**config.mk**
```make
export PLATFORM = sky130hd
export DESIGN_NAME = cache_controller
export DESIGN_NICKNAME = d
export VERILOG_FILES = /design/src/rtl/cache_controller.sv
export SDC_FILE = /design/constraint.sdc
export NUM_CORES = 1
export LEC_CHECK = 0
export ABC_CLOCK_PERIOD_IN_PS = 2300
export BUFFER_PORTS_ARGS = -buffer_cell sky130_fd_sc_hd__buf_2
export CAP_MARGIN = 10
export CORE_MARGIN = 4
export CORE_UTILIZATION = 45
export CTS_CLUSTER_SIZE = 24
export DETAILED_ROUTE_END_ITERATION = 8
export PLACE_DENSITY = 0.68
export REMOVE_ABC_BUFFERS = 1
export SLEW_MARGIN = 25
export SYNTH_ARGS = -nofsm -noshare
export SYNTH_HDL_FRONTEND = slang
export SYNTH_SLANG_ARGS = --single-unit
```
**constraint.sdc**
```tcl
create_clock -name clock -period 2.3 [get_ports clock]
set_clock_uncertainty 0.05 [all_clocks]
set_input_delay 0.115 -clock clock [delete_from_list [all_inputs] [get_ports clock]]
set_output_delay 0.115 -clock clock [all_outputs]
set_load 0.02 [all_outputs]
```
**src/rtl/cache_controller.sv**
```systemverilog
// Direct-mapped, write-back, write-allocate byte cache in front of a 2**ADDR_W x DATA_W memory.
// Optional build macro CACHE_STATS_EN adds saturating hit_count / miss_count outputs.
module cache_controller #(
  parameter int ADDR_W = 5,
  parameter int DATA_W = 8,
  parameter int LINES  = 4
) (
  input  logic              clock,
  input  logic              reset_n,
  input  logic              req,
  input  logic [ADDR_W-1:0] address,
  input  logic [DATA_W-1:0] data,
  input  logic              wren,
  output logic              ready,
  output logic              done,
  output logic [DATA_W-1:0] q,
  output logic [ADDR_W-1:0] mem_address,
  output logic [DATA_W-1:0] mem_data,
  output logic              mem_wren,
`ifdef CACHE_STATS_EN
  output logic [15:0]       hit_count,
  output logic [15:0]       miss_count,
`endif
  input  logic [DATA_W-1:0] mem_q
);

  localparam int IDX_W = $clog2(LINES);
  localparam int TAG_W = ADDR_W - IDX_W;

  localparam logic [2:0] IDLE      = 3'd0;
  localparam logic [2:0] LOOKUP    = 3'd1;
  localparam logic [2:0] WRITEBACK = 3'd2;
  localparam logic [2:0] ALLOCATE  = 3'd3;
  localparam logic [2:0] FILL      = 3'd4;

  logic [2:0]        state_r;
  logic [ADDR_W-1:0] req_addr_r;
  logic [DATA_W-1:0] req_data_r;
  logic              req_wren_r;
  logic              refill_r;
  logic [LINES-1:0]  valid_r;
  logic [LINES-1:0]  dirty_r;
  logic [TAG_W-1:0]  tag_r  [LINES];
  logic [DATA_W-1:0] line_r [LINES];
  logic [DATA_W-1:0] q_r;
  logic              done_r;
  logic [ADDR_W-1:0] mem_address_r;
  logic [DATA_W-1:0] mem_data_r;
  logic              mem_wren_r;

  logic [IDX_W-1:0]  idx_s;
  logic [TAG_W-1:0]  req_tag_s;
  logic              hit_s;
  logic              victim_dirty_s;

  assign idx_s          = req_addr_r[IDX_W-1:0];
  assign req_tag_s      = req_addr_r[ADDR_W-1:IDX_W];
  assign hit_s          = valid_r[idx_s] && (tag_r[idx_s] == req_tag_s);
  assign victim_dirty_s = valid_r[idx_s] && dirty_r[idx_s];

  assign ready       = (state_r == IDLE);
  assign done        = done_r;
  assign q           = q_r;
  assign mem_address = mem_address_r;
  assign mem_data    = mem_data_r;
  assign mem_wren    = mem_wren_r;

  // Controller FSM together with the line store and the memory-port registers.
  always_ff @(posedge clock or negedge reset_n) begin
    if (!reset_n) begin
      state_r       <= IDLE;
      req_addr_r    <= {ADDR_W{1'b0}};
      req_data_r    <= {DATA_W{1'b0}};
      req_wren_r    <= 1'b0;
      refill_r      <= 1'b0;
      valid_r       <= {LINES{1'b0}};
      dirty_r       <= {LINES{1'b0}};
      q_r           <= {DATA_W{1'b0}};
      done_r        <= 1'b0;
      mem_address_r <= {ADDR_W{1'b0}};
      mem_data_r    <= {DATA_W{1'b0}};
      mem_wren_r    <= 1'b0;
      for (int i = 0; i < LINES; i++) begin
        tag_r[i]  <= {TAG_W{1'b0}};
        line_r[i] <= {DATA_W{1'b0}};
      end
    end else begin
      done_r <= 1'b0;
      case (state_r)
        IDLE: begin
          if (req) begin
            req_addr_r <= address;
            req_data_r <= data;
            req_wren_r <= wren;
            refill_r   <= 1'b0;
            state_r    <= LOOKUP;
          end
        end
        LOOKUP: begin
          if (hit_s) begin
            if (req_wren_r) begin
              line_r[idx_s]  <= req_data_r;
              dirty_r[idx_s] <= 1'b1;
            end else begin
              q_r <= line_r[idx_s];
            end
            done_r  <= 1'b1;
            state_r <= IDLE;
          end else if (victim_dirty_s) begin
            // Evict the old owner of this index before refilling it.
            mem_address_r <= {tag_r[idx_s], idx_s};
            mem_data_r    <= line_r[idx_s];
            mem_wren_r    <= 1'b1;
            state_r       <= WRITEBACK;
          end else begin
            mem_address_r <= req_addr_r;
            state_r       <= ALLOCATE;
          end
        end
        WRITEBACK: begin
          mem_wren_r    <= 1'b0;
          mem_address_r <= req_addr_r;
          state_r       <= ALLOCATE;
        end
        ALLOCATE: begin
          state_r <= FILL;
        end
        FILL: begin
          line_r[idx_s]  <= mem_q;
          tag_r[idx_s]   <= req_tag_s;
          valid_r[idx_s] <= 1'b1;
          dirty_r[idx_s] <= 1'b0;
          refill_r       <= 1'b1;
          state_r        <= LOOKUP;
        end
        default: begin
          mem_wren_r <= 1'b0;
          state_r    <= IDLE;
        end
      endcase
    end
  end

`ifdef CACHE_STATS_EN
  // One count per request: the lookup that follows a fill is not a new hit.
  always_ff @(posedge clock or negedge reset_n) begin
    if (!reset_n) begin
      hit_count  <= 16'h0000;
      miss_count <= 16'h0000;
    end else if (state_r == LOOKUP) begin
      if (!hit_s) begin
        if (miss_count != 16'hFFFF) miss_count <= miss_count + 16'h0001;
      end else if (!refill_r) begin
        if (hit_count != 16'hFFFF) hit_count <= hit_count + 16'h0001;
      end
    end
  end
`endif

endmodule

```
==> parameters.txt, run 1 <==
Parameter                              Value

Timing
  Final number of max-transition violations    0
  Final Hold Viols    0
  Maximum clock frequency    roughly 440 MHz
  Normalized max-slew margin    approximately 49%
  Final-report setup violation count    0
  Smallest hold slack    ~0.032 ns
  Unrepaired setup endpoints after global routing    true
  TNS Setup    0 ns
  Post-route fraction of the period consumed by the critical path    a little under 100%
  Minimum period implied by the final worst setup slack    around 2.3 ns
  Worst slew pin tran    roughly 0.76 ns

Detailed routing
  Starting DRT DRC Count    327
  Via density per instance    between 6 and 7
  Total number of vias    3383
  DRC    0
  Mean routed wirelength per cell    roughly 20 um
  Post-Route WL    11000 um
  Number of nets still failing antenna checks after routing    0
  Drt first pass iters    5

Layout
  Antenna diode count    0
  Area Growth Syn to Fin    27.8%
  Fin nets    450
  Design area    ~5700 um^2
  Commonest cells after routing, fill and taps aside    91 x sky130_fd_sc_hd__dfrtp_1, 47 x sky130_fd_sc_hd__mux2_2, 47 x sky130_fd_sc_hd__buf_2
  Commonest non-fill, non-tap cell in the layout    sky130_fd_sc_hd__dfrtp_1
  Proportion of layout cells with a drive suffix above 1    between 40% and 50%

Global routing
  Vias in the first global route    3420
  Global route total overflow    0
  Overall routing resource usage    between 20% and 30%
  Largest net degree at the start of global routing    54
  Number of antenna violations at the first check in global routing    0
  First-pass GRT wire length    between 15000 and 20000 um

Yosys
  Number of distinct standard cells referenced by the synthesized netlist    39
  Flops & latches, synth    92
  Most used DFF post-synth    sky130_fd_sc_hd__dfrtp_1
  Sequential-to-total area share from yosys stat    around 52%
  Post-Syn Instances    between 300 and 400
  Async set-reset flop share out of synthesis    between 90% and 100%
  Netlist area before placement    around 4400 um^2
  Number of synthesized flops with an enable pin    0
  Number of warnings issued by yosys    0
  Synth Area per Inst    12.9 um^2

Clock network
  Insertion delay to the later sink of the worst-skew pair    about 0.36 ns
  Deepest level of the CTS H-tree    3
  Buffers from clock root to sink, at most    2
  Clock slew at the register clock pins of the worst setup and hold paths    0.09 ns
  Clock root buffer    sky130_fd_sc_hd__clkbuf_8
  TritonCTS clock tree    done
  Num Clock Sinks    92
  Number of buffers created by CTS    9

Critical path
  Depth of the most critical reg-to-reg path    6
  Cell chain of the critical path    mux4_2, xnor2_4, nand4_1, buf_4, o21ai_4, mux2_2
  Setup slack of the worst register-to-register path    roughly 0.016 ns
  Endpoint required time on the critical path    2.49 ns
  Worst Path Max Fanout    6
  Nature of the critical path startpoint    flip-flop
  Slowest Stage Delay on Critical Path    between 0.5 and 0.6 ns
  Endpoint kind of the worst setup timing path    flip-flop
  Arrival time at the worst endpoint    2.48 ns
  Category of the critical setup timing path    flip-flop to flip-flop
  Cell with the biggest individual delay on the critical path    sky130_fd_sc_hd__mux4_2

Floorplanning
  Effective utilization at floorplan    ~47%
  Standard cell core area    between 9000 and 10000 um^2
  Die Footprint    11500 um^2
  Number of placement rows    35
  Number of I/O pins    49
  Die boundary height    approximately 110 um
  Die Width    approximately 110 um

Place
  Buffers added on ports    48
  Hpwl dp    7120 um
  Total placed instance area    about 5000 um^2
  Final Wtd Congestion    between 0.8 and 0.9

Min path
  Hold Path Cell Cnt    3
  Classification of the worst-slack hold path    primary input to flip-flop

Job
  Count of max-cap constraint violations    0

Outcome
  Status    completed

Power and ir drop
  Pwr Density    between 1000 and 1500 nW/um^2
  Peak supply drop    0.476 mV
  Leak    0.00261 uW
[report_power, final]
part / total (uW) / switching (uW) / leakage [uW] / internal (uW)
Clock: 1550 / 572 / 0.000147 / 973
Sequential: 2600 / 432 / 0.00102 / 2170
Combinational: 3560 / 1870 / 0.00144 / 1690
[routing by layer]
| metal | GRT usage, % | vias to the layer above | routed length [um] |
|---|---|---|---|
| li1 | - | 1506 | - |
| met2 | 30.4 | 168 | 5050 |
| met1 | 28.4 | 1685 | 4790 |
| met5 | 0 | - | 0 |
| met3 | 3.55 | 24 | 865 |
| met4 | 8.31 | 0 | 267 |
[path summary, 6_finish.rpt]
kind	start	to
hold reg to reg	valid_r[3]	valid_r[3]
hold / removal	mem_q[3]	line_r[11]
min in group asynchronous	reset_n	req_data_r[3]
max in group asynchronous	reset_n	req_addr_r[0]
setup reg to reg	req_addr_r[0]	mem_address[4]
setup / recovery	req_addr_r[0]	mem_address[4]
[critical path, delay by kind of cell, from the launching register on]
| family | cells | cell delay, ns |
|---|---|---|
| compound gates | 1 | 0.21 |
| xor+xnor | 1 | 0.22 |
| buf+inv | 1 | 0.16 |
| flops | 1 | 0.43 |
| mux | 2 | 0.96 |
| simple gates | 1 | 0.13 |
[state kept, by name, summed over array words and instances (netlist names), named ones only]
| register | cells |
|---|---|
| state_r | 3 |
| line_r | 32 |
| done | 1 |
| req_data_r | 8 |
| q | 8 |
| mem_data | 8 |
| mem_wren | 1 |
| req_wren_r | 1 |
| tag_r | 12 |
| valid_r | 4 |
| mem_address | 5 |
| req_addr_r | 5 |
[what timing repair did]
| item | CTS | global route |
|---|---|---|
| endpoints found under the hold margin | 54 | 0 |
| hold buffers | 16 | 0 |
| pin swaps | 2 | 0 |
| endpoints found under the setup margin | 52 | 43 |
| gates cloned | 1 | 0 |
| buffers inserted | 0 | 1 |
| resized for setup | 14 | 17 |
[synthesized netlist by cell type, drive strengths merged (2+ instances only)]
master	instances	share of area [%]
a22oi	32	5.4
a2bb2oi	3	0.59
and2	3	0.42
and3	4	0.57
buf	9	1.6
clkbuf	17	1.5
dfrtp	92	52
inv	3	0.25
mux2	50	13
mux2i	8	1.8
mux4	13	6.9
nand2	6	0.51
nand2b	2	0.28
nand3	35	4.0
nor2	7	0.76
nor2b	3	0.42
nor3	2	0.23
o21ai	7	0.88
o311ai	30	5.9
or2	4	0.57
or3	2	0.28
xnor2	3	0.59
[cells by family (layout without fill, tap and decap cells)]
family                 Yosys count  count (layout)  synth area share, %
XOR/XNOR                         3               3                0.594
AND/OR/NAND/NOR                 72              72                 8.86
multiplexers                    71              71                 21.6
flip-flops                      92              92                 52.1
AO/OA/AOI/OAI                   76              76                 13.6
buffers and inverters           29             116                 3.34
[layout make-up]
class | instances | area [um^2]
fill | 754 | 3760
timing repair buffer | 97 | 726
inverter | 3 | 11.3
tap | 129 | 161
sequential | 92 | 2300
multi-input combinational | 222 | 2150
clock inverter | 6 | 159
clock buffer | 10 | 138
[metrics by stage]
| step | power, uW | instances | util, % | setup WS, ns |
|---|---|---|---|---|
| after floorplan | 4580 | 317 | - | -1.46 |
| after global placement | 5620 | 525 | 52.8 | -0.0465 |
| after detailed placement | 5740 | 525 | 52.8 | -0.171 |
| after CTS | 7500 | 558 | 58.5 | -0.0183 |
| after global routing | 8160 | 559 | 60.0 | -0.0766 |
| final | 7700 | 559 | 60.0 | 0.0157 |
Power figures use the tool's default switching activity.
==> inputs of run 2 (changes only) <==
Settings changed: ABC_CLOCK_PERIOD_IN_PS 2300 to 3000, PLACE_DENSITY 0.68 to 0.66.
Clock period 2.3 ns to 3 ns, I/O delays scaled along.
==> run 2 against run 1 <==
Compared with the run above: via count fell by 3.7%; non-clock buffer count decreased by 24; highest routed layer unchanged; critical path type unchanged; hold slack improved by 0.023 ns; global-route usage decreased by 0.86 points; worst setup slack better by 0.46 ns; register-to-register slack gained 0.46 ns; final cell count shrank 4.3%; sequential share of layout area rose by 3.6 points; combinational power fell by 38%; die area is the same; routed wire length decreased by 5.2%.
==> parameters.txt, run 2 (synthesis results as in run 1) <==
Parameter                              Value

Outcome
  Status    completed (unchanged)

Floorplanning
  Die boundary height    107 um (unchanged)
  Number of placement rows    35 (unchanged)
  Effective utilization at floorplan    47.0% (unchanged)
  Standard cell core area    9420 um^2 (unchanged)
  Number of I/O pins    49 (unchanged)
  Die Footprint    11500 um^2 (unchanged)
  Die Width    107 um (unchanged)

Layout
  Final design utilization    55.1% (was 60.0%)
  Number of flip-flops under the largest register name    32 (unchanged)
  Area Growth Syn to Fin    17.3% (was 27.8%)
  Antenna diode count    0 (unchanged)
  Proportion of layout cells with a drive suffix above 1    35.0% (was 44.0%)
  Fin nets    426 (was 450)
  Biggest register    line_r (unchanged)
  Commonest cells after routing, fill and taps aside    92 x sky130_fd_sc_hd__dfrtp_1, 48 x sky130_fd_sc_hd__mux2_2, 47 x sky130_fd_sc_hd__buf_2 (was 91 x sky130_fd_sc_hd__dfrtp_1, 47 x sky130_fd_sc_hd__mux2_2, 47 x sky130_fd_sc_hd__buf_2)
  Commonest non-fill, non-tap cell in the layout    sky130_fd_sc_hd__dfrtp_1 (unchanged)
  Final cell count without fillers    535 (was 559)
  Registers with the most flip-flops    line_r: 32 flops, tag_r: 12 flops (unchanged)

Global routing
  Global Route met2 Usage    29.3% (was 30.4%)
  Grt met1 use    27.2% (was 28.4%)
  Busiest grt layer    met2 (unchanged)
  Global route total overflow    0 (unchanged)
  Met3 usage    2.65% (was 3.55%)
  Vias in the first global route    3319 (was 3420)
  Number of antenna violations at the first check in global routing    0 (unchanged)
  Largest net degree at the start of global routing    64 (was 54)
  Overall routing resource usage    19.2% (was 20.1%)
  First-pass GRT wire length    17100 um (was 17900 um)

Critical path
  Cell chain of the critical path    mux4_1, xnor2_1, nand4_1, and3_1, mux2_2 (was mux4_2, xnor2_4, nand4_1, buf_4, o21ai_4, mux2_2)
  Cell with the biggest individual delay on the critical path    sky130_fd_sc_hd__mux4_1 (was sky130_fd_sc_hd__mux4_2)
  Endpoint kind of the worst setup timing path    flip-flop (unchanged)
  Worst Path Max Fanout    9 (was 6)
  Setup slack of the worst register-to-register path    0.48 ns (was 0.02 ns)
  Nature of the critical path startpoint    flip-flop (unchanged)
  Depth of the most critical reg-to-reg path    5 (was 6)
  CP bufs+invs    0 (was 1)
  Arrival time at the worst endpoint    2.72 ns (was 2.48 ns)
  Slowest Stage Delay on Critical Path    0.65 ns (was 0.59 ns)
  Worst r2r src    req_addr_r[0] (unchanged)
  Cell family contributing the most delay on the critical path    multiplexers (unchanged)
  Category of the critical setup timing path    flip-flop to flip-flop (unchanged)
  Worst reg2reg path endpoint    mem_data[4] (was mem_address[4])
  Cell count along the critical path    5 (was 6)
  Endpoint required time on the critical path    3.20 ns (was 2.49 ns)

Timing
  Smallest hold slack    0.0544 ns (was 0.0318 ns)
  Unrepaired setup endpoints after global routing    false (was true)
  TNS Setup    0 ns (unchanged)
  Normalized max-slew margin    44.6% (was 49.1%)
  Final-report setup violation count    0 (unchanged)
  Post-route fraction of the period consumed by the critical path    84.0% (was 99.3%)
  Worst slew pin tran    0.828 ns (was 0.758 ns)
  Final number of max-transition violations    0 (unchanged)
  Maximum clock frequency    397 MHz (was 438 MHz)
  Minimum period implied by the final worst setup slack    2.52 ns (was 2.28 ns)
  Worst-case setup margin in the final layout    0.479 ns (was 0.0157 ns)
  Final Hold Viols    0 (unchanged)

Clock network
  TritonCTS clock tree    done (unchanged)
  Deepest level of the CTS H-tree    3 (unchanged)
  Buffers from clock root to sink, at most    2 (unchanged)
  Clock root buffer    sky130_fd_sc_hd__clkbuf_8 (unchanged)
  Num Clock Sinks    92 (unchanged)
  Post-CTS Setup Inserts    0 (unchanged)
  Clock slew at the register clock pins of the worst setup and hold paths    0.10 ns (was 0.09 ns)
  Number of buffers created by CTS    9 (unchanged)
  Insertion delay to the later sink of the worst-skew pair    0.36 ns (about the same)

Place
  Total instance count after detailed placement    503 (was 525)
  Buffers added on ports    48 (unchanged)
  Final Wtd Congestion    0.828 (was 0.827)
  Hpwl dp    6860 um (was 7120 um)
  Minimum setup slack after placement    0.462 ns (was -0.171 ns)

Detailed routing
  Via density per instance    6.09 (was 6.05)
  Drt first pass iters    4 (was 5)
  Number of nets still failing antenna checks after routing    0 (unchanged)
  Starting DRT DRC Count    212 (was 327)
  Total number of vias    3259 (was 3383)
  Mean routed wirelength per cell    19.4 um (was 19.6 um)
  DRC    0 (unchanged)
  Post-Route WL    10400 um (was 11000 um)

Power and ir drop
  Pwr Density    1020 nW/um^2 (was 1360 nW/um^2)
  Leak    0.00242 uW (was 0.00261 uW)
  Peak supply drop    0.382 mV (was 0.476 mV)

Job
  Count of max-cap constraint violations    0 (unchanged)

Min path
  Classification of the worst-slack hold path    primary input to flip-flop (unchanged)
  Worst hold path startpoint    mem_q[7] (was mem_q[3])
  Worst Hold Endpoint    line_r[15] (was line_r[11])
  Hold Path Cell Cnt    3 (unchanged)
[run 2: changes by cell type in the layout (fill, tap and decap cells not counted), moves of 4 or more]
cell,change
sky130_fd_sc_hd__buf_4,-19
sky130_fd_sc_hd__o311ai_2,-11
sky130_fd_sc_hd__o311ai_1,+13
sky130_fd_sc_hd__buf_12,-4
[run 2: final cells by class]
| class | instances | area (um^2) |
|---|---|---|
| Fill cell | 788 | 4230 |
| Sequential cell | 92 | 2300 |
| Inverter | 3 | 11.3 |
| Clock inverter | 7 | 145 |
| Timing Repair Buffer | 73 | 470 |
| Tap cell | 129 | 161 |
| Multi-Input combinational cell | 222 | 1970 |
| Clock buffer | 9 | 124 |
[run 2: power by group]
part / internal, uW / leakage [uW] / total (uW) / switching [uW]
combinational: 997 / 0.00127 / 2190 / 1200
sequential: 1660 / 0.00102 / 1990 / 336
clock: 644 / 0.000130 / 1100 / 458
total: 3300 / 0.00242 / 5290 / 1990
[run 2: how the worst max path moves through the flow]
stage	to	slack [ns]	startpoint
detailed placement	mem_data[4]	0.46	req_addr_r[0]
floorplan	q[0]	-0.76	req_addr_r[0]
finish	mem_data[4]	0.48	req_addr_r[0]
global route	mem_data[0]	0.33	req_addr_r[0]
CTS	mem_data[4]	0.45	req_addr_r[0]
global placement	mem_data[7]	0.55	req_addr_r[0]
[run 2: through the flow]
stage               power, uW  area [um^2]
global route             5620         5190
global placement         4120         4760
finish                   5290         5190
detailed placement       4190         4760
floorplan                3510         4290
CTS                      5320         5190
[run 2: timing repair]
item	CTS	global route
hold endpoints to repair	76	0
gates resized for setup	0	0
hold buffers	16	0
[run 2: tightest hold or removal path, cell delays in order]
cell and delay (ns):
sky130_fd_sc_hd__buf_2 0.13, sky130_fd_sc_hd__a22oi_1 0.09, sky130_fd_sc_hd__o311ai_1 0.07
[run 2: routing by layer]
layer / vias to the layer above / share of wire [%]
met4: 0 / 2.4
met3: 21 / 6.0
met1: 1649 / 44
met5: - / 0
met2: 127 / 48
li1: 1462 / -
